### config.mk
export PLATFORM = sky130hd
export DESIGN_NAME = uart_echo_engine_flat
export DESIGN_NICKNAME = d
export VERILOG_FILES = /design/src/rtl/uart_echo_pkg.sv /design/src/rtl/uart_echo_engine_if.sv /design/src/rtl/sync_fifo.sv /design/src/rtl/uart_echo_engine.sv /design/src/flat_wrapper.sv
export SDC_FILE = /design/constraint.sdc
export NUM_CORES = 1
export LEC_CHECK = 0
export ABC_AREA = 1
export BUFFER_PORTS_ARGS = -buffer_cell sky130_fd_sc_hd__buf_2
export CAP_MARGIN = 20
export CORE_AREA = 4 4 146 148
export DETAILED_ROUTE_END_ITERATION = 7
export DIE_AREA = 0 0 150 152
export GPL_ROUTABILITY_DRIVEN = 1
export PLACE_DENSITY = 0.72
export SETUP_SLACK_MARGIN = 0.3
export SYNTH_ARGS = -nofsm -noshare
export SYNTH_HDL_FRONTEND = slang
export SYNTH_HIERARCHICAL = 1
export SYNTH_SLANG_ARGS = --single-unit
### constraint.sdc
create_clock -name Clock -period 3.7 [get_ports Clock]
set_input_delay 0.37 -clock Clock [delete_from_list [all_inputs] [get_ports Clock]]
set_output_delay 0.37 -clock Clock [all_outputs]
set_load 0.01 [all_outputs]
### src/rtl/uart_echo_pkg.sv
// Shared types for the UART echo engine: mode encodings, FSM states and the
// character transform applied on the way from the RX FIFO to the TX core.
package uart_echo_pkg;

  localparam int unsigned XFORM_W = 64;

  typedef enum logic [1:0] {
    MODE_PASS = 2'd0,
    MODE_INC  = 2'd1,
    MODE_INV  = 2'd2,
    MODE_CASE = 2'd3
  } mode_e;

  typedef enum logic [1:0] {
    IDLE      = 2'd0,
    START     = 2'd1,
    WAIT_DONE = 2'd2,
    GAP       = 2'd3
  } state_e;

  // Works on a wide container; the caller truncates to its character width,
  // which also gives the modulo-2^DATA_W wrap for increment and invert.
  function automatic logic [XFORM_W-1:0] transform(input logic [XFORM_W-1:0] x,
                                                   input mode_e               mode,
                                                   input int unsigned         data_w);
    logic [XFORM_W-1:0] y;
    y = x;
    case (mode)
      MODE_INC:  y = x + XFORM_W'(1);
      MODE_INV:  y = ~x;
      MODE_CASE: if (data_w >= 6) y = x ^ XFORM_W'(32'h20);
      default:   y = x;
    endcase
    return y;
  endfunction

endpackage

### src/rtl/uart_echo_engine_if.sv
// Character handshake between the echo engine and the UART RX/TX cores.
interface uart_echo_engine_if #(
  parameter int unsigned DATA_W = 8
);
  logic [DATA_W-1:0] rx_data;
  logic              rx_done;
  logic [DATA_W-1:0] tx_data;
  logic              tx_start;
  logic              tx_done;

  modport master (
    output rx_data, rx_done, tx_done,
    input  tx_data, tx_start
  );

  modport slave (
    input  rx_data, rx_done, tx_done,
    output tx_data, tx_start
  );
endinterface

### src/rtl/sync_fifo.sv
// Single-clock FIFO with registered level/full/empty and a combinational head.
// A push while full is accepted only when a pop happens in the same cycle.
module sync_fifo #(
  parameter int unsigned DATA_W = 8,
  parameter int unsigned DEPTH  = 16
) (
  input  logic                     Clock,
  input  logic                     Reset,
  input  logic                     push,
  input  logic [DATA_W-1:0]        push_data,
  input  logic                     pop,
  output logic [DATA_W-1:0]        head_c,
  output logic                     full,
  output logic                     empty,
  output logic [$clog2(DEPTH):0]   level
);

  localparam int unsigned PTR_W = $clog2(DEPTH);
  localparam int unsigned LVL_W = PTR_W + 1;

  logic [DATA_W-1:0] mem [DEPTH];
  logic [PTR_W-1:0]  wr_ptr;
  logic [PTR_W-1:0]  rd_ptr;
  logic [LVL_W-1:0]  level_d;
  logic              do_push;
  logic              do_pop;

  assign do_pop  = pop && !empty;
  assign do_push = push && (!full || do_pop);
  assign head_c  = mem[rd_ptr];

  always_comb begin
    level_d = level + LVL_W'(do_push) - LVL_W'(do_pop);
  end

  // Pointers wrap naturally because DEPTH is a power of two.
  always_ff @(posedge Clock) begin
    if (Reset) begin
      wr_ptr <= '0;
      rd_ptr <= '0;
      level  <= '0;
      full   <= 1'b0;
      empty  <= 1'b1;
    end else begin
      if (do_push) wr_ptr <= wr_ptr + PTR_W'(1);
      if (do_pop)  rd_ptr <= rd_ptr + PTR_W'(1);
      level <= level_d;
      full  <= (level_d == LVL_W'(DEPTH));
      empty <= (level_d == '0);
    end
  end

  always_ff @(posedge Clock) begin
    if (do_push) mem[wr_ptr] <= push_data;
  end

endmodule

### src/rtl/uart_echo_engine.sv
// Buffers received characters, transforms them and relaunches them on the TX
// core one at a time, with an optional idle gap after each frame.
module uart_echo_engine
  import uart_echo_pkg::*;
#(
  parameter int unsigned DATA_W     = 8,
  parameter int unsigned DEPTH      = 16,
  parameter int unsigned GAP_CYCLES = 50000000,
  parameter int unsigned CNT_W      = 16
) (
  input  logic                   Clock,
  input  logic                   Reset,
  uart_echo_engine_if.slave      uart,
  input  logic                   enable,
  input  logic [1:0]             mode,
  output logic [$clog2(DEPTH):0] fifo_level,
  output logic                   overflow,
  output logic [CNT_W-1:0]       rx_count,
  output logic [CNT_W-1:0]       tx_count,
  output logic [CNT_W-1:0]       drop_count
);

  localparam int unsigned GAP_W = (GAP_CYCLES > 1) ? $clog2(GAP_CYCLES) : 1;

  state_e              state_q, state_d;
  logic [GAP_W-1:0]    gap_q, gap_d;
  logic [DATA_W-1:0]   tx_data_q, tx_data_d;
  logic                tx_start_q;
  logic [DATA_W-1:0]   head_c;
  logic                fifo_full;
  logic                fifo_empty;
  logic                pop_c;
  logic                push_c;
  logic                drop_c;

  assign push_c = uart.rx_done && (!fifo_full || pop_c);
  assign drop_c = uart.rx_done && fifo_full && !pop_c;

  assign uart.tx_data  = tx_data_q;
  assign uart.tx_start = tx_start_q;

  sync_fifo #(
    .DATA_W (DATA_W),
    .DEPTH  (DEPTH)
  ) u_fifo (
    .Clock     (Clock),
    .Reset     (Reset),
    .push      (push_c),
    .push_data (uart.rx_data),
    .pop       (pop_c),
    .head_c    (head_c),
    .full      (fifo_full),
    .empty     (fifo_empty),
    .level     (fifo_level)
  );

  // Next-state logic; mode is only looked at when a character is popped.
  always_comb begin
    state_d   = state_q;
    gap_d     = gap_q;
    tx_data_d = tx_data_q;
    pop_c     = 1'b0;
    case (state_q)
      IDLE: begin
        if (enable && !fifo_empty) begin
          pop_c     = 1'b1;
          tx_data_d = DATA_W'(transform(XFORM_W'(head_c), mode_e'(mode), DATA_W));
          state_d   = START;
        end
      end
      START: state_d = WAIT_DONE;
      WAIT_DONE: begin
        if (uart.tx_done) begin
          gap_d   = '0;
          state_d = (GAP_CYCLES == 0) ? IDLE : GAP;
        end
      end
      GAP: begin
        if (gap_q == GAP_W'(GAP_CYCLES - 1)) state_d = IDLE;
        else                                 gap_d   = gap_q + GAP_W'(1);
      end
      default: state_d = IDLE;
    endcase
  end

  always_ff @(posedge Clock) begin
    if (Reset) begin
      state_q    <= IDLE;
      gap_q      <= '0;
      tx_data_q  <= '0;
      tx_start_q <= 1'b0;
      overflow   <= 1'b0;
      rx_count   <= '0;
      tx_count   <= '0;
      drop_count <= '0;
    end else begin
      state_q    <= state_d;
      gap_q      <= gap_d;
      tx_data_q  <= tx_data_d;
      tx_start_q <= (state_d == START);
      overflow   <= overflow | drop_c;
      if (push_c)            rx_count   <= rx_count + CNT_W'(1);
      if (state_d == START)  tx_count   <= tx_count + CNT_W'(1);
      if (drop_c)            drop_count <= drop_count + CNT_W'(1);
    end
  end

endmodule

### src/flat_wrapper.sv
// flat-port wrapper written by rule: the top's interface ports become plain ports
module uart_echo_engine_flat import uart_echo_pkg::*;
#(
  parameter int unsigned DATA_W     = 8,
  parameter int unsigned DEPTH      = 16,
  parameter int unsigned GAP_CYCLES = 50000000,
  parameter int unsigned CNT_W      = 16
)
  (Clock, Reset, enable, mode, fifo_level, overflow, rx_count, tx_count, drop_count, uart_rx_data, uart_rx_done, uart_tx_done, uart_tx_data, uart_tx_start);
  uart_echo_engine_if #(.DATA_W(DATA_W)) uart_i ();
  input  logic Clock;
  input  logic Reset;
  input  logic enable;
  input  logic [1:0] mode;
  output logic [$clog2(DEPTH):0] fifo_level;
  output logic overflow;
  output logic [CNT_W-1:0] rx_count;
  output logic [CNT_W-1:0] tx_count;
  output logic [CNT_W-1:0] drop_count;
  input wire logic [$bits(uart_i.rx_data)-1:0] uart_rx_data;
  input wire logic [$bits(uart_i.rx_done)-1:0] uart_rx_done;
  input wire logic [$bits(uart_i.tx_done)-1:0] uart_tx_done;
  output wire logic [$bits(uart_i.tx_data)-1:0] uart_tx_data;
  output wire logic [$bits(uart_i.tx_start)-1:0] uart_tx_start;
  assign uart_i.rx_data = uart_rx_data;
  assign uart_i.rx_done = uart_rx_done;
  assign uart_i.tx_done = uart_tx_done;
  assign uart_tx_data = uart_i.tx_data;
  assign uart_tx_start = uart_i.tx_start;
  uart_echo_engine #(.DATA_W(DATA_W), .DEPTH(DEPTH), .GAP_CYCLES(GAP_CYCLES), .CNT_W(CNT_W)) u_core (.Clock(Clock), .Reset(Reset), .uart(uart_i), .enable(enable), .mode(mode), .fifo_level(fifo_level), .overflow(overflow), .rx_count(rx_count), .tx_count(tx_count), .drop_count(drop_count));
endmodule
# Word level (Yosys, flattened, before mapping)
# Memory sizes are Yosys's and may differ from the RTL's. A register that Yosys moved wholly into a read port is not among the register bits.
# Index checks and enable logic that the tools add are counted.
# classes
n_mux	14
bitwise	3
n_reduce_logical	16
n_addsub	9
eq_ne	11
# ops
operator	count
2-to-1 mux 26 bit	2
case mux 26 bit (2 select lines)	1
adder 16 x 1 -> 16 bit (second input constant)	3
adder 26 x 1 -> 26 bit (second input constant)	1
== test 26 bit (second input constant)	1
case mux 8 bit (3 select lines)	1
adder 4 x 1 -> 4 bit (second input constant)	2
adder 8 x 1 -> 8 bit (second input constant)	1
== test 2 bit (second input constant)	4
2-to-1 mux 4 bit	2
inverter 8 bit	1
case mux 2 bit (4 select lines)	1
== test 2 x 1 -> 1 bit (second input constant)	3
logical AND 1 bit	6
2-to-1 mux 2 bit	3
adder 5 x 1 -> 5 bit	1
== test 5 bit (second input constant)	1
zero test 5 bit	1
subtractor 5 x 1 -> 5 bit	1
2-to-1 mux 1 bit	4
!= test 2 bit (second input constant)	2
zero test 1 bit	3
AND reduction 3 bit	1
zero test 2 bit	1
other kinds (5)	6
# word_totals
n_memories	1
regBits	101
mem_bits_rw	128
inputBits	15
elab_cells	67
out_inout_bits	63
# mem_list
name	words	word_bits	read_ports	rd_ports_with_merged_regs	write_ports	line	rtl
u_core.u_fifo.mem	16	8	1	1	1	sync_fifo.sv:21	logic [DATA_W-1:0] mem [DEPTH];

# Logic depth before layout (Yosys ltp)
# Gate-level depths: netlist of run 1.
# depth
word_depth	10
mapped_depth	19
depth_no_buf	18

# By module
# The synthesis of run 1 kept the hierarchy.
# modules_own_cells
mod	area_each_um2	instances	cells_each	seq_area_each_um2
sync_fifo	6471.2	1	653	4224.1
uart_echo_engine	4710.8	1	732	1721.7

# Worst setup path before layout of run 1
# Ideal clock, no wire load.
# synth_timing
path_type	flip-flop to flip-flop
from	register u_core.state_q[0]
to	register u_core.u_fifo.empty
slack_ns	1.089
required_ns	3.582
setup_ns	0.118
period_less_slack_ns	2.611
t_arrival_ns	2.493
stages_incl_launch_ff	18
n_path_buf	1
cell_sequence	dfxtp_1 > nor2_1 > nand2_2 > inv_1 > buf_2 > nand2_1 > nand2_1 > nand2_2 > ha_1 > inv_1 > ha_1 > inv_1 > fa_1 > nand3b_1 > nand3_1 > nand2_1 > nand3_1 > nand2_1
# synth_via
elab_chain_cells	8
word_cells_on_any_way	10
classes_between	add/sub: 2; mux: 1; reduce/logical: 7
# synth_lines
element	line	rtl
from (decl)	uart_echo_engine.sv:25	state_e state_q, state_d;
from (signal assigned)	uart_echo_engine.sv:97	state_q <= state_d;
zero test 2 bit (*)	uart_echo_engine.sv:63	case (state_q)
2-to-1 mux 1 bit (*)	uart_echo_engine.sv:63	
net u_core.pop_c	uart_echo_engine.sv:32	logic pop_c;
logical OR 1 bit or logical AND 1 bit (tied branches)	uart_echo_engine.sv:36, sync_fifo.sv:28	
logical AND 1 bit or logical OR 1 bit (tied branches)	uart_echo_engine.sv:36, sync_fifo.sv:29	
logical AND 1 bit	sync_fifo.sv:29	assign do_push = push && (!full || do_pop);
adder 5 x 1 -> 5 bit	sync_fifo.sv:33	level_d = level + LVL_W'(do_push) - LVL_W'(do_pop);
subtractor 5 x 1 -> 5 bit (*)	sync_fifo.sv:33	
zero test 5 bit (*)	sync_fifo.sv:49	empty <= (level_d == '0);
to (signal assigned)	sync_fifo.sv:49	
to (decl)	sync_fifo.sv:14	output logic empty,
# The timed path passes the listed nets; every way through them passes the cells marked *.
# A chain may end at the register's enable or synchronous reset.

# Worst setup path in the final report of run 1
# layout_timing
from	register u_core.state_q[0]
to	register u_core.u_fifo.full
# layout_via
elab_chain_cells	8
word_cells_on_any_way	10
classes_between	add/sub: 2; eq/ne: 1; mux: 1; reduce/logical: 6
# layout_lines
element	line	rtl
zero test 2 bit (*)	uart_echo_engine.sv:63	
2-to-1 mux 1 bit (*)	uart_echo_engine.sv:63	
logical OR 1 bit or logical AND 1 bit (tied branches)	uart_echo_engine.sv:36, sync_fifo.sv:28	
logical AND 1 bit or logical OR 1 bit (tied branches)	uart_echo_engine.sv:36, sync_fifo.sv:29	
logical AND 1 bit	sync_fifo.sv:29	
adder 5 x 1 -> 5 bit	sync_fifo.sv:33	
subtractor 5 x 1 -> 5 bit (*)	sync_fifo.sv:33	
== test 5 bit (*)	sync_fifo.sv:48	full <= (level_d == LVL_W'(DEPTH));
to (signal assigned)	sync_fifo.sv:48	
to (decl)	sync_fifo.sv:13	output logic full,
# Every way passes the cells marked *; elsewhere a longest branch is shown, timed or not.

==> results of run 1 <==
path summary, 6_finish.rpt:
| kind | startpoint | endpoint | cells past startpoint |
|---|---|---|---|
| worst min register to register | u_core/overflow | u_core/overflow | 2 |
| worst max register to register | u_core/state_q[0] | u_core/u_fifo/full | 16 |
| worst min-delay path | Reset | u_core/gap_q[0] | 4 |
| worst max-delay path | u_core/state_q[0] | u_core/u_fifo/full | 16 |
report_power, final:
group / internal (mW) / total (mW) / switching (mW)
registers: 2.90 / 3.01 / 0.105
clock network: 1.54 / 2.55 / 1.01
logic: 0.406 / 1.28 / 0.878
kinds of logic (layout without fill, tap and decap cells):
family | count (synthesis) | after routing
flip-flops | 233 | 233
XOR/XNOR | 21 | 21
AND/OR/NAND/NOR | 770 | 770
AO/OA/AOI/OAI | 112 | 112
buffers and inverters | 233 | 323
adder cells (fa/ha/maj) | 16 | 16
synthesized netlist by cell type, types with 2 or more instances:
cell and count:
xor2_1 11, a21oi_1 55, nand2_1 393, a21oi_2 9, o21ai_0 30, nor3b_1 4
edfxtp_1 128, a31oi_1 5, buf_2 16, o21a_1 3, dfxtp_1 105, inv_2 7
or2_2 4, o21ai_1 3, clkbuf_1 12, nor3_1 13, nand2_2 5, o21bai_1 4
nor2_2 2, nand2_4 2, ha_1 15, nand3b_1 4, nand4_1 10, buf_6 9
nand3_1 153, inv_1 184, nor2_1 173, nor4_1 2, buf_4 3, xnor2_1 10
nor2_4 3
area by class of cell:
cell class | count | area, um2 | area share
Sequential cell | 233 | 5950 | 0.472
Multi-Input combinational cell | 919 | 4260 | 0.338
Clock buffer | 40 | 828 | 0.0657
Inverter | 192 | 721 | 0.0572
Timing Repair Buffer | 85 | 470 | 0.0373
Tap cell | 270 | 338 | 0.0268
Clock inverter | 6 | 40.0 | 0.00318
worst reg2reg max path, cell delays in order, from the launching register on:
cell	delay, ps
dfxtp_1	360
nor2_1	200
nand2_2	80
nand2_1	60
nand2_1	220
inv_2	320
nand2_2	170
ha_1	310
inv_1	60
ha_1	160
inv_1	60
fa_1	390
nand3b_1	200
nand2_1	80
nand2_1	60
nand3_1	90
nor2_1	60
metal layers:
| layer | track usage | part of all wire | routed length [um] |
|---|---|---|---|
| met2 | 0.370 | 0.47 | 12300 |
| met5 | 0 | 0 | 0 |
| met4 | 0.0767 | 0.027 | 708 |
| met1 | 0.325 | 0.43 | 11400 |
| met3 | 0.0304 | 0.068 | 1780 |
sequential cells by signal (all words and copies together), names as in the netlist, named ones only:
| register | count |
|---|---|
| u_core/state_q | 2 |
| u_core/uart.tx_data | 8 |
| u_core/u_fifo/wr_ptr | 4 |
| u_core/u_fifo/level | 5 |
| u_core/uart.tx_start | 1 |
| u_core/u_fifo/full | 1 |
| u_core/u_fifo/rd_ptr | 4 |
| u_core/gap_q | 26 |
| u_core/u_fifo/mem | 128 |
| u_core/tx_count | 16 |
| u_core/u_fifo/empty | 1 |
| u_core/rx_count | 16 |
| u_core/overflow | 1 |
| u_core/drop_count | 16 |
per-stage QoR:
stage          setup WS [ps]  area (um2)  hold WS, ps
3_5_place_dp             682       11700          454
2_1_floorplan           1090       11200          437
6_report                 716       12600          204
5_1_grt                  473       12600          253
3_3_place_gp             766       11700          452
4_1_cts                  732       12600          267
==> impl_results.rst, run 1 <==
.. list-table::
   :header-rows: 1

   * - Metric
     - Value
   * - Post-Synthesis Cells
     - 1,385
   * - Yosys synthesis warning count
     - 6
   * - Core Util, Final
     - 0.629
   * - Worst Setup Start Kind
     - flop
   * - Worst Clk Skew
     - 8.77 ps
   * - PwrDens
     - 543 nW/um2
   * - Complex-gate fraction of the synthesized area
     - 0.0562
   * - CTS hold repair buffers
     - 0
   * - Remaining Overflow, GRT
     - 0
   * - Via count normalized by instance count
     - 5.17
   * - Critical path, cell by cell
     - nor2_1 > nand2_2 > nand2_1 > nand2_1 > inv_2 > nand2_2 > ha_1 > inv_1 > ha_1 > inv_1 > fa_1 > nand3b_1 > nand2_1 > nand2_1 > nand3_1 > nor2_1
   * - Number of H-tree levels
     - 1
   * - Unique cell type count in the Yosys netlist
     - 39
   * - Post-synthesis share of cell area spent on full adders, half adders and majority gates
     - 0.0186
   * - Worst path most repeated cell
     - nand2_1
   * - Worst path top cell family by delay
     - simple AND/OR/NAND/NOR gates
   * - Post-synth net total
     - 1,416
   * - Final-stage net count
     - 1,487
   * - First-pass DRT Iterations
     - 6
   * - Setup violations, final
     - 0
   * - Worst IR drop on VDD
     - 0.000297 V
   * - # placed instances
     - 1,698
   * - Worst Max-Slew Pin Slew
     - 722 ps
   * - Die Outline Area
     - 22,800 um2
   * - Number of buffers added by the clock tree synthesis step
     - 25
   * - Top-area cell type share of the netlist area
     - 0.344
   * - Kind of end point of the critical path
     - flop
   * - Clock Sink Count
     - 233
   * - Total power of the final layout
     - 6.84 mW
   * - Number of rows created at floorplan
     - 52
   * - Final sum of negative setup slack
     - 0 ps
   * - ANT nets after route
     - 0
   * - Top area cells in the synthesized netlist
     - edfxtp_1 34%, dfxtp_1 19%, nand2_1 13%, nand3_1 6.8%, inv_1 6.2%
   * - GRT Total Usage
     - 0.231
   * - Buf+Inv Stages, Crit Path
     - 3
   * - Signal arrival time at the worst endpoint
     - 3400 ps
   * - Vertical die dimension
     - 152 um
   * - Unrepaired setup endpoints after global routing
     - false
   * - Area overhead of the layout relative to synthesis
     - 12.7%
   * - Dominant combinational cell family by area after synthesis
     - simple AND/OR/NAND/NOR gates
   * - Share of synthesized registers carrying an async set or reset
     - 0
   * - Number of vias after detailed routing
     - 9,018
   * - Wire length of the first global-routing pass
     - 43,100 um
   * - Last weighted congestion value of the routability-driven placer
     - 0.935
   * - Synth Cell Area
     - 11,200 um2
   * - Layout filler cell count
     - 1,700
   * - XOR/XNOR share of the synthesized area
     - 0.0164
   * - Top fanout value on the critical path
     - 17
   * - Max-Cap Viols
     - 0
   * - Initial antenna violation count
     - 0
   * - Diode count
     - 0
   * - Portion of the clock cycle consumed by the worst path in the final layout
     - 0.807
   * - Max Fclk
     - 0.335 GHz
   * - Via count of the first global-routing pass
     - 8,542
   * - Most frequent cells in the layout
     - 393 x nand2_1, 184 x inv_1, 173 x nor2_1, 153 x nand3_1, 128 x edfxtp_1
   * - Largest net degree at the start of global routing
     - 65
   * - Time the worst path needs with I/O delays and setup
     - 2980 ps
   * - Synthesized area divided by synthesized cell count
     - 8.07 um2
   * - Top flip-flop cell by instance count after synthesis
     - edfxtp_1
   * - Synth Area in Simple Gates
     - 0.290
   * - Boundary Pins
     - 78
   * - Clock tree from TritonCTS
     - done
   * - Most common library cell in the layout ignoring fill and taps
     - nand2_1
   * - Starting density of the core
     - 0.558
   * - Clock transition at the register clock pins on the worst setup and hold paths after CTS
     - 60 ps
   * - Worst max-slew margin expressed relative to the limit
     - 0.517
   * - Sequential element share of the synthesized area
     - 0.532
   * - Deepest clock path buffer count
     - 3
   * - Layout cell share with drive strength beyond 1
     - 0.108
   * - Clock latency at the later pin of the worst-skew pair
     - 530 ps
   * - Cell type contributing the most total cell area after synthesis
     - edfxtp_1
   * - Root Driver
     - clkbuf_16
   * - Number of post-CTS setup repair buffers
     - 0
   * - Fin. Hold Viols
     - 0
   * - Number of resized instances in the post-cts repair step
     - 0
   * - Static leakage
     - 5.20 nW
   * - IO buf count
     - 77
   * - Minimum setup slack among reg-to-reg paths
     - 720 ps
   * - Outcome
     - completed
   * - Placeable core region
     - 20,000 um2
   * - Post-synth EDFFs
     - 128
   * - Routed length per instance
     - 15.0 um
   * - Max stage delay on crit path
     - 390 ps
   * - Number of pins exceeding their max-slew limit in the final report
     - 0
   * - Die Span X
     - 150 um
   * - Final std cells w/o fill
     - 1,745
   * - Post-route DRC
     - 0
   * - Post-detailed-placement half-perimeter wirelength
     - 17,500 um
   * - Total wire length after detailed routing
     - 26,200 um
   * - Critical path start-end classification
     - flop to flop
   * - Seq cells post-synth
     - 233
   * - First-iteration detailed-routing DRC count
     - 754
   * - Highest-delay cell along the critical path
     - fa_1
   * - Worst min-delay path category
     - input port to flop
   * - Mux cell area share after synthesis
     - 0
   * - Data required time at the worst endpoint
     - 4110 ps
No activity file was read; power rests on OpenSTA's default activity.
==> run 2, diff against run 1 <==
CORE_AREA = 4 4 148 150   (was 4 4 146 148)
DIE_AREA = 0 0 152 154   (was 0 0 150 152)
PLACE_DENSITY = 0.73   (was 0.72)
clock period = 2.45 ns   (was 3.7 ns; I/O delays follow)
==> impl_results.rst, run 2 (synthesized netlist as in run 1, its figures left out) <==
.. list-table::
   :header-rows: 1

   * - Metric
     - Value
   * - Outcome
     - completed
   * - Final Instance Area
     - 13,200 um2 (+4.9%)
   * - Deepest clock path buffer count
     - 3 (unchanged)
   * - Number of H-tree levels
     - 1 (unchanged)
   * - PwrDens
     - 828 nW/um2 (+53%)
   * - IO buf count
     - 77 (unchanged)
   * - Signal arrival time at the worst endpoint
     - 2650 ps (-750 ps)
   * - Via count of the first global-routing pass
     - 8,860 (+3.7%)
   * - Worst Setup Start Kind
     - flop
   * - Clock Sink Count
     - 233 (unchanged)
   * - Worst Max-Slew Pin Slew
     - 669 ps (-53.0 ps)
   * - Number of vias after detailed routing
     - 9,440 (+4.7%)
   * - Worst max-slew margin expressed relative to the limit
     - 0.554 (+0.0371)
   * - First-pass DRT Iterations
     - 7 (+1)
   * - Final sum of negative setup slack
     - 0 ps (unchanged)
   * - Critical path, cell by cell
     - nor2_4 > nand2_4 > inv_4 > nand2_4 > inv_2 > ha_4 > inv_2 > ha_4 > inv_2 > fa_2 > nand3b_1 > nand3_1 > nand2_1 > nand3_2 > nand2_1
   * - Unrepaired setup endpoints after global routing
     - true
   * - Remaining Overflow, GRT
     - 0 (unchanged)
   * - Last weighted congestion value of the routability-driven placer
     - 0.912 (-2.4%)
   * - Critical path start-end classification
     - flop to flop
   * - Layout cell share with drive strength beyond 1
     - 0.158 (+0.0498)
   * - Routed length per instance
     - 15.2 um (+1.3%)
   * - Data required time at the worst endpoint
     - 2860 ps (-1250 ps)
   * - Number of rows created at floorplan
     - 53 (+1.9%)
   * - Total wire length after detailed routing
     - 27,400 um (+4.4%)
   * - Portion of the clock cycle consumed by the worst path in the final layout
     - 0.912 (+0.106)
   * - Worst IR drop on VDD
     - 0.000717 V (+140%)
   * - Die Span X
     - 152 um (+1.3%)
   * - Highest-delay cell along the critical path
     - fa_2
   * - Worst path most repeated cell
     - inv_2
   * - CTS hold repair buffers
     - 0 (unchanged)
   * - Placement Cell Area
     - 12,100 um2 (+3.1%)
   * - Worst min-delay path category
     - input port to flop
   * - Clock transition at the register clock pins on the worst setup and hold paths after CTS
     - 60 ps (about the same)
   * - Number of pins exceeding their max-slew limit in the final report
     - 0 (unchanged)
   * - Wire length of the first global-routing pass
     - 43,900 um (+1.8%)
   * - Largest net degree at the start of global routing
     - 56 (-14%)
   * - Area overhead of the layout relative to synthesis
     - 18.2%
   * - Final std cells w/o fill
     - 1,798 (+3.0%)
   * - Starting density of the core
     - 0.540 (-0.0175)
   * - Biggest regs
     - u_core/u_fifo/mem (128), u_core/gap_q (26)
   * - Die Outline Area
     - 23,400 um2 (+2.7%)
   * - Post-detailed-placement half-perimeter wirelength
     - 18,200 um (+4.1%)
   * - Max Fclk
     - 0.448 GHz (+34%)
   * - Clock tree from TritonCTS
     - done
   * - Most common library cell in the layout ignoring fill and taps
     - nand2_1
   * - Fin. Hold Viols
     - 0 (unchanged)
   * - Diode count
     - 0 (unchanged)
   * - Clock latency at the later pin of the worst-skew pair
     - 530 ps (about the same)
   * - Post-route DRC
     - 0 (unchanged)
   * - Via count normalized by instance count
     - 5.25 (+1.6%)
   * - Largest register by flop count
     - u_core/u_fifo/mem
   * - # placed instances
     - 1,734 (+2.1%)
   * - Vertical die dimension
     - 154 um (+1.3%)
   * - Setup violations, final
     - 0 (unchanged)
   * - Kind of end point of the critical path
     - flop
   * - Met3 layer wire length in the routed design
     - 1810 um (+1.6%)
   * - Met2 wire length
     - 13,200 um (+7.0%)
   * - Final-stage net count
     - 1,536 (+3.3%)
   * - ANT nets after route
     - 0 (unchanged)
   * - Number of buffers added by the clock tree synthesis step
     - 25 (unchanged)
   * - Worst path top cell family by delay
     - simple AND/OR/NAND/NOR gates
   * - Initial antenna violation count
     - 0 (unchanged)
   * - Boundary Pins
     - 78 (unchanged)
   * - Root Driver
     - clkbuf_16
   * - Most frequent cells in the layout
     - 380 x nand2_1, 178 x inv_1, 169 x nor2_1, 151 x nand3_1, 128 x edfxtp_1
   * - GRT Total Usage
     - 0.226 (-0.00480)
   * - Max-Cap Viols
     - 0 (unchanged)
   * - Time the worst path needs with I/O delays and setup
     - 2230 ps (-750 ps)
   * - Top routing layer used
     - met4
   * - Layout filler cell count
     - 1,747 (+2.8%)
   * - Worst Clk Skew
     - 11.5 ps (+2.71 ps)
   * - Placeable core region
     - 20,700 um2 (+3.2%)
   * - Max stage delay on crit path
     - 350 ps (-40 ps)
   * - First-iteration detailed-routing DRC count
     - 750 (-0.53%)
   * - Largest register FFs
     - 128 (unchanged)
   * - Routed metal-1 wirelength
     - 11,700 um (+2.4%)
   * - Static leakage
     - 5.50 nW (+5.7%)
   * - Multi-input logic area
     - 4420 um2 (+3.7%)
   * - Buf+Inv Stages, Crit Path
     - 4 (+1)
   * - Register Area
     - 5950 um2 (+0.13%)
   * - Top fanout value on the critical path
     - 6 (-11)
## run 2: final timing paths
kind,start,to,slack [ps],depth (start not counted)
max,u_core/state_q[1],u_core/u_fifo/empty,220,15
min,uart_rx_data[1],u_core/u_fifo/mem[7][1],130,1
max reg2reg,u_core/state_q[1],u_core/u_fifo/empty,220,15
min reg2reg,u_core/overflow,u_core/overflow,470,2
## run 2: stage by stage
stage | util | setup WS, ps | power [mW] | hold WS [ps]
CTS | 0.630 | 229 | 10.8 | 99.4
floorplan | - | 205 | 6.09 | 312
detailed placement | 0.584 | 172 | 6.73 | 457
finish | 0.639 | 215 | 11.0 | 126
global route | 0.639 | 105 | 11.5 | 118
global placement | 0.584 | 255 | 6.67 | 451
## run 2: layer usage
metal,GRT usage,up-vias
met5,0,-
met4,0.0655,0
met3,0.0372,56
met2,0.387,315
met1,0.297,4384
li1,-,4685
## run 2: worst register-to-register path, delay by kind of cell, from the launching register on
family | cells | cell delay, ps
adder cells (fa/ha/maj) | 3 | 700
buffers and inverters | 4 | 290
flip-flops | 1 | 330
AND/OR/NAND/NOR | 8 | 820
## run 2: layout make-up
type,instances,area share
Tap cell,275,0.0260
Clock buffer,31,0.0513
Sequential cell,233,0.450
Multi-Input combinational cell,919,0.334
Timing Repair Buffer,134,0.0676
Clock inverter,14,0.0141
Inverter,192,0.0562
## run 2: power by group
group          internal [mW]  switching (mW)  total [mW]
sequential              4.38           0.163        4.55
combinational          0.925            1.55        2.48
clock                   2.39            1.54        3.93
total                   7.70            3.25        11.0
## run 2: timing repair
item | in CTS | in global routing
setup buffers | 11 | 7
resized for setup | 3 | 27
hold endpoints to repair | 0 | 0
setup endpoints to repair | 5 | 78
cloned | 0 | 1
pin swaps | 9 | 11
